--- src/rtl/muldiv_pkg.sv ---
// Shared definitions for the iterative multiply/divide unit: default widths, op codes, FSM states.
// The signed mode is controlled by the MULDIV_SIGNED_EN macro, which is used in muldiv_unit.
package muldiv_pkg;

   localparam int unsigned DEFAULT_WIDTH      = 8;
   localparam int unsigned DEFAULT_REG_ADDR_W = 3;

   localparam logic [1:0] OP_MULLO = 2'b00;
   localparam logic [1:0] OP_MULHI = 2'b01;
   localparam logic [1:0] OP_DIV   = 2'b10;
   localparam logic [1:0] OP_REM   = 2'b11;
   localparam int unsigned OP_SIGNED_BIT = 2;

   typedef enum logic [1:0] {
      ST_IDLE = 2'd0,
      ST_RUN  = 2'd1,
      ST_DONE = 2'd2
   } state_e;

endpackage

--- src/rtl/muldiv_step.sv ---
// One combinational iteration of the datapath: shift-add multiply or restoring divide.
// hi holds the upper product half / partial remainder, lo the multiplier / quotient bits.
module muldiv_step #(
   parameter int unsigned WIDTH = 8
) (
   input  logic             is_div_i,
   input  logic [WIDTH-1:0] hi_i,
   input  logic [WIDTH-1:0] lo_i,
   input  logic [WIDTH-1:0] b_i,
   output logic [WIDTH-1:0] hi_o,
   output logic [WIDTH-1:0] lo_o
);

   logic [WIDTH:0]   sum;
   logic [WIDTH:0]   shifted;
   logic [WIDTH-1:0] sub;
   logic             fits;

   always_comb begin
      sum     = '0;
      shifted = '0;
      sub     = '0;
      fits    = 1'b0;
      hi_o    = hi_i;
      lo_o    = lo_i;
      if (is_div_i) begin
         shifted = {hi_i, lo_i[WIDTH-1]};
         fits    = (shifted >= {1'b0, b_i});
         // Remainder stays below the divisor, so the low WIDTH bits carry the full difference.
         sub     = shifted[WIDTH-1:0] - b_i;
         hi_o    = fits ? sub : shifted[WIDTH-1:0];
         lo_o    = {lo_i[WIDTH-2:0], fits};
      end else begin
         sum  = lo_i[0] ? ({1'b0, hi_i} + {1'b0, b_i}) : {1'b0, hi_i};
         hi_o = sum[WIDTH:1];
         lo_o = {sum[0], lo_i[WIDTH-1:1]};
      end
   end

endmodule

--- src/rtl/muldiv_unit.sv ---
// Iterative WIDTH-cycle multiply/divide unit feeding the register-bank write port.
// Define MULDIV_SIGNED_EN to honour op[2] as a two's-complement select.
module muldiv_unit
   import muldiv_pkg::*;
#(
   parameter int unsigned WIDTH      = DEFAULT_WIDTH,
   parameter int unsigned REG_ADDR_W = DEFAULT_REG_ADDR_W
) (
   input  logic                  clk,
   input  logic                  reset,
   input  logic                  start,
   input  logic [2:0]            op,
   input  logic [WIDTH-1:0]      operandA,
   input  logic [WIDTH-1:0]      operandB,
   input  logic [REG_ADDR_W-1:0] destReg,
   output logic                  busy,
   output logic                  done,
   output logic                  writeEnable,
   output logic [WIDTH-1:0]      result,
   output logic [REG_ADDR_W-1:0] resultReg,
   output logic                  divByZero
);

   localparam int unsigned CNT_W = (WIDTH > 1) ? $clog2(WIDTH) : 1;

   state_e                state_q, state_d;
   logic [CNT_W-1:0]      cnt_q, cnt_d;
   logic [1:0]            op_q, op_d;
   logic [REG_ADDR_W-1:0] dest_q, dest_d;
   logic [WIDTH-1:0]      hi_q, hi_d, lo_q, lo_d, b_q, b_d;
   logic [WIDTH-1:0]      result_q, result_d;
   logic [REG_ADDR_W-1:0] result_reg_q, result_reg_d;
   logic                  div_zero_q, div_zero_d;

   logic                  accept;
   logic [WIDTH-1:0]      mag_a, mag_b, step_hi, step_lo;
   logic [2*WIDTH-1:0]    prod, prod_f;
   logic [WIDTH-1:0]      quot, quot_f, rem, rem_f, final_res;
   logic                  b_zero;

   assign accept = (state_q == ST_IDLE) && start;

   muldiv_step #(.WIDTH(WIDTH)) u_step (
      .is_div_i (op_q[1]),
      .hi_i     (hi_q),
      .lo_i     (lo_q),
      .b_i      (b_q),
      .hi_o     (step_hi),
      .lo_o     (step_lo)
   );

   assign prod   = {step_hi, step_lo};
   assign quot   = step_lo;
   assign rem    = step_hi;
   assign b_zero = (b_q == '0);

`ifdef MULDIV_SIGNED_EN
   logic neg_a, neg_b, neg_a_q, neg_r_q;

   assign neg_a = op[OP_SIGNED_BIT] & operandA[WIDTH-1];
   assign neg_b = op[OP_SIGNED_BIT] & operandB[WIDTH-1];
   assign mag_a = neg_a ? -operandA : operandA;
   assign mag_b = neg_b ? -operandB : operandB;

   always_ff @(posedge clk) begin
      if (reset) begin
         neg_a_q <= 1'b0;
         neg_r_q <= 1'b0;
      end else if (accept) begin
         neg_a_q <= neg_a;
         neg_r_q <= neg_a ^ neg_b;
      end
   end

   // Divide by zero keeps the all-ones quotient regardless of operand signs.
   assign prod_f = neg_r_q ? -prod : prod;
   assign quot_f = b_zero ? '1 : (neg_r_q ? -quot : quot);
   assign rem_f  = neg_a_q ? -rem : rem;
`else
   logic unused_signed;

   assign unused_signed = op[OP_SIGNED_BIT];
   assign mag_a         = operandA;
   assign mag_b         = operandB;
   assign prod_f        = prod;
   assign quot_f        = quot;
   assign rem_f         = rem;
`endif

   always_comb begin
      final_res = '0;
      unique case (op_q)
         OP_MULLO: final_res = prod_f[WIDTH-1:0];
         OP_MULHI: final_res = prod_f[2*WIDTH-1:WIDTH];
         OP_DIV:   final_res = quot_f;
         OP_REM:   final_res = rem_f;
      endcase
   end

   always_comb begin
      state_d      = state_q;
      cnt_d        = cnt_q;
      op_d         = op_q;
      dest_d       = dest_q;
      hi_d         = hi_q;
      lo_d         = lo_q;
      b_d          = b_q;
      result_d     = result_q;
      result_reg_d = result_reg_q;
      div_zero_d   = div_zero_q;
      unique case (state_q)
         ST_IDLE: begin
            if (start) begin
               state_d = ST_RUN;
               cnt_d   = '0;
               op_d    = op[1:0];
               dest_d  = destReg;
               hi_d    = '0;
               // Multiply walks the multiplier through lo; divide shifts the dividend out of lo.
               lo_d    = op[1] ? mag_a : mag_b;
               b_d     = op[1] ? mag_b : mag_a;
            end
         end
         ST_RUN: begin
            hi_d  = step_hi;
            lo_d  = step_lo;
            cnt_d = cnt_q + 1'b1;
            if (cnt_q == CNT_W'(WIDTH - 1)) begin
               state_d      = ST_DONE;
               result_d     = final_res;
               result_reg_d = dest_q;
               div_zero_d   = op_q[1] & b_zero;
            end
         end
         ST_DONE: state_d = ST_IDLE;
         default: state_d = ST_IDLE;
      endcase
   end

   always_ff @(posedge clk) begin
      if (reset) begin
         state_q      <= ST_IDLE;
         cnt_q        <= '0;
         op_q         <= '0;
         dest_q       <= '0;
         hi_q         <= '0;
         lo_q         <= '0;
         b_q          <= '0;
         result_q     <= '0;
         result_reg_q <= '0;
         div_zero_q   <= 1'b0;
      end else begin
         state_q      <= state_d;
         cnt_q        <= cnt_d;
         op_q         <= op_d;
         dest_q       <= dest_d;
         hi_q         <= hi_d;
         lo_q         <= lo_d;
         b_q          <= b_d;
         result_q     <= result_d;
         result_reg_q <= result_reg_d;
         div_zero_q   <= div_zero_d;
      end
   end

   assign busy        = (state_q != ST_IDLE);
   assign done        = (state_q == ST_DONE);
   assign writeEnable = done;
   assign result      = result_q;
   assign resultReg   = result_reg_q;
   assign divByZero   = div_zero_q;

endmodule
--- config.mk ---
export PLATFORM = sky130hd
export DESIGN_NAME = muldiv_unit
export DESIGN_NICKNAME = d
export VERILOG_FILES = /design/src/rtl/muldiv_pkg.sv /design/src/rtl/muldiv_step.sv /design/src/rtl/muldiv_unit.sv
export SDC_FILE = /design/constraint.sdc
export NUM_CORES = 1
export LEC_CHECK = 0
export ABC_AREA = 1
export BUFFER_PORTS_ARGS = -buffer_cell sky130_fd_sc_hd__buf_2
export CAP_MARGIN = 10
export CORE_MARGIN = 3
export CORE_UTILIZATION = 53
export DETAILED_ROUTE_END_ITERATION = 12
export HOLD_SLACK_MARGIN = 0.03
export MAX_ROUTING_LAYER = met4
export PLACE_DENSITY_LB_ADDON = 0.15
export SLEW_MARGIN = 10
export SYNTH_ARGS = -nofsm -noshare
export SYNTH_HDL_FRONTEND = slang
export SYNTH_SLANG_ARGS = --single-unit
--- constraint.sdc ---
create_clock -name clk -period 1.6 [get_ports clk]
set_input_delay 0.24 -clock clk [delete_from_list [all_inputs] [get_ports clk]]
set_output_delay 0.24 -clock clk [all_outputs]
set_load 0.01 [all_outputs]
==> metrics.txt <==
status complete, but fails checks; violated checks negative setup slack; DR vias between 3000 and 4000; FF-to-FF setup slack -240 ps; Antenna Nets Post-Route 0; WHS Path Cells 3; via-per-instance ratio around 5.4; Sw Ratio 38.4%; CTS tree done; Die H between 80 and 90 um; Pwr Density between 700 and 800 nW/um^2; Routability Congestion about 1; drt initial violations about 370; Seq pwr share between 30% and 40%; gr usage total just under 30%; hold slack final roughly 190 ps; CP required 1840 ps; syn nets 554; Hold-fix buffers, CTS 0; FFs w/ async S/R, synth 0%; initial antenna violation count 1; Syn Area/Cell between 6 and 7 um^2; worst reg2reg path depth 13; FMAX approximately 540 MHz; clock sink count 46; WL final 10100 um; share of post-route cells with drive strength above 1 34.0%; top cell type's share of synthesized area 28.8%; IO Pins 40; global-route wire length before repair about 16000 um; Endpoint, Worst Hold dest_q[0]; worst setup path start b_q[4]; Peak VDD IR 0.753 mV; clock buffer count from CTS 5; Clock Skew around 5.5 ps; Nets ~640; sw power 1320 uW; Reg-to-Reg End hi_q[5]; Critical Path Fanout Max 5; most used cell, CP nand2_2; min-delay worst type in2reg; Seq/Total Area, Yosys 28.8%; Synth area leader dfxtp_1; Final Hold Viols 0; crit path kind reg2reg; Slew Limit Fails 0; crit path max-delay cell type dfxtp_4; Initial Utilization a little under three fifths; synth top area cells dfxtp_1 (29%), nand2_1 (19%), inv_1 (7.3%), ha_1 (7.0%), nand3_1 (6.1%); setup ws final -238 ps; wire length per cell ~15 um; Final min period between 1500 and 2000 ps; WP data arrival between 2000 and 2500 ps; 1st-pass router iterations 6; Final Setup Violations 17; DRC 0; post-synthesis cell type count 33; Slew HR around two thirds; Worst path max stage delay around 380 ps; Clock Latency Late Sink 310 ps; Final period util 115%; vias in the first global route 3448; crit end category flop; Synth-to-Final Area Change 36.3%; EDFF count, synth 0; part of the power in combinational logic 41.4%; largest net degree at the start of global routing 26; total core area ~5700 um^2; Buffers on Ports 38; placed cells around 650; Finished Layout Cells ~670; DP HPWL around 7300 um; Reg clk slew, reported paths around 90 ps; worst reg2reg startpoint b_q[4]; cell chosen for the clock root clkbuf_8; RSZ-0062 raised after global routing yes; post-synthesis cell count around 510; Die Wd ~84 um; Post-Syn Area 3200 um^2; slew at the pin closest to its max-slew limit ~500 ps; Pint ~2100 uW; Leak 0.00212 uW; hold path start destReg[0]; maxcap violations 0; global route overflow 0; Post-synth top flop dfxtp_1; CTS max path bufs 2; Startpoint Class flop; # rows 27; H-tree levels 2; critical-path cell list inv_2 -> ha_4 -> nand2_2 -> nand2_2 -> inv_2 -> nand2_2 -> nand2_4 -> nand4_4 -> nor2_4 -> nand2_1 -> nand3_1 -> nand2_1 -> a21oi_2; Synth Warn # 0; clock share of power a little over a fifth; Die ar. around 7000 um^2; synthesized flop and latch total between 40 and 50
[sequential cells by signal (all words and copies together) (netlist names)]
register   count
resultReg      3
hi_q           8
result         8
op_q           2
b_q            8
state_q        2
cnt_q          3
lo_q           8
dest_q         3
divByZero      1
[routing by layer]
| metal | vias to the layer above | track usage (%) | share of wire [%] |
|---|---|---|---|
| met4 | 0 | 7.75 | 2.1 |
| met5 | - | - | 0 |
| met3 | 26 | 5.63 | 5.6 |
| met2 | 123 | 51.9 | 51 |
| met1 | 1645 | 34.8 | 42 |
| li1 | 1828 | - | - |
[worst max path at each step]
stage,endpoint,slack (ps),cells after the start
6_report,hi_q[5],-240,13
5_1_grt,hi_q[5],-340,13
4_1_cts,lo_q[0],-210,11
3_5_place_dp,hi_q[5],-250,13
3_3_place_gp,result[0],-220,14
2_1_floorplan,result[7],-10,12
[Yosys cell counts (2+ instances only)]
cell and number:
a21oi_1 34, a21oi_2 3, a221oi_1 2, a31oi_1 11
buf_2 6, buf_4 4, clkbuf_1 11, dfxtp_1 46
fa_1 2, ha_1 18, inv_1 62, nand2_1 163
nand3_1 39, nand4_1 10, nor2_1 41, nor4_1 2
o211a_1 2, o211ai_1 3, o21a_1 2, o21ai_0 31
o311ai_0 2, xor2_1 4
[power by group through the flow]
| stage | clock network [uW] | registers (uW) | logic, uW |
|---|---|---|---|
| floorplan | 0 | 1280 | 773 |
| global placement | 0 | 1300 | 1120 |
| detailed placement | 0 | 1310 | 1150 |
| CTS | 751 | 1280 | 1280 |
| global route | 808 | 1290 | 1560 |
| finish | 739 | 1280 | 1430 |
[metrics by stage]
step	instance area (um^2)	utilization, %	total power [uW]	TNS [ps]	worst slack (ps)
4_1_cts	4200	73.9	3300	-2930	-207
6_report	4360	76.9	3440	-3470	-238
5_1_grt	4360	76.9	3650	-5360	-341
2_1_floorplan	3350	-	2060	-11.5	-10.4
3_5_place_dp	3910	68.8	2460	-3520	-253
3_3_place_gp	3910	68.8	2430	-2790	-217
[worst max-delay path: cells and delay by family, from the launching register on]
family / cells / cell delay (ps)
and+or+nand+nor: 9 / 890
DFF: 1 / 380
adders and majority gates: 1 / 240
buffers and inverters: 2 / 130
AOI/OAI and AO/OA: 1 / 130
[cells in the final DEF, fill, tap and decap left out, types with 5 or more instances in the layout]
cell type    n
o21ai_0     30
ha_1         7
a21oi_1     27
nand3_2      8
clkbuf_8     5
nand2_2     17
buf_2       38
inv_2        9
nor2_4       5
inv_1       52
nor2_1      36
a31oi_1     11
buf_4       58
dfxtp_1     30
dfxtp_4      9
nand2_1    141
dfxtp_2      7
a21oi_2      9
nand3_1     28
ha_4        11
nand4_1     10
nand2_4      6
[cells by family after synthesis]
logic type	Yosys count	synth area share, %
AO/OA/AOI/OAI	90	16.0
XOR/XNOR	4	1.09
adder cells (fa/ha/maj)	20	8.28
buffers and inverters	85	10.9
flip-flops	46	28.8
AND/OR/NAND/NOR	264	34.9
[cell type report]
| cell class | count | area (um^2) |
|---|---|---|
| timing repair buffer | 99 | 659 |
| inverter | 62 | 235 |
| multi-input combinational | 379 | 2320 |
| fill | 428 | 1310 |
| antenna | 1 | 2.50 |
| clock inverter | 3 | 18.8 |
| sequential | 46 | 963 |
| clock buffer | 5 | 68.8 |
| tap | 72 | 90.1 |
[timing repair]
| item | 4_1_cts | 5_1_grt |
|---|---|---|
| setup endpoints to repair | 17 | 17 |
| hold endpoints to repair | 0 | 0 |
| setup buffers | 7 | 1 |
| cloned | 1 | 0 |
| pin swaps | 25 | 35 |
| resized for setup | 41 | 40 |
Note: power is estimated with default switching activity, not from simulation.
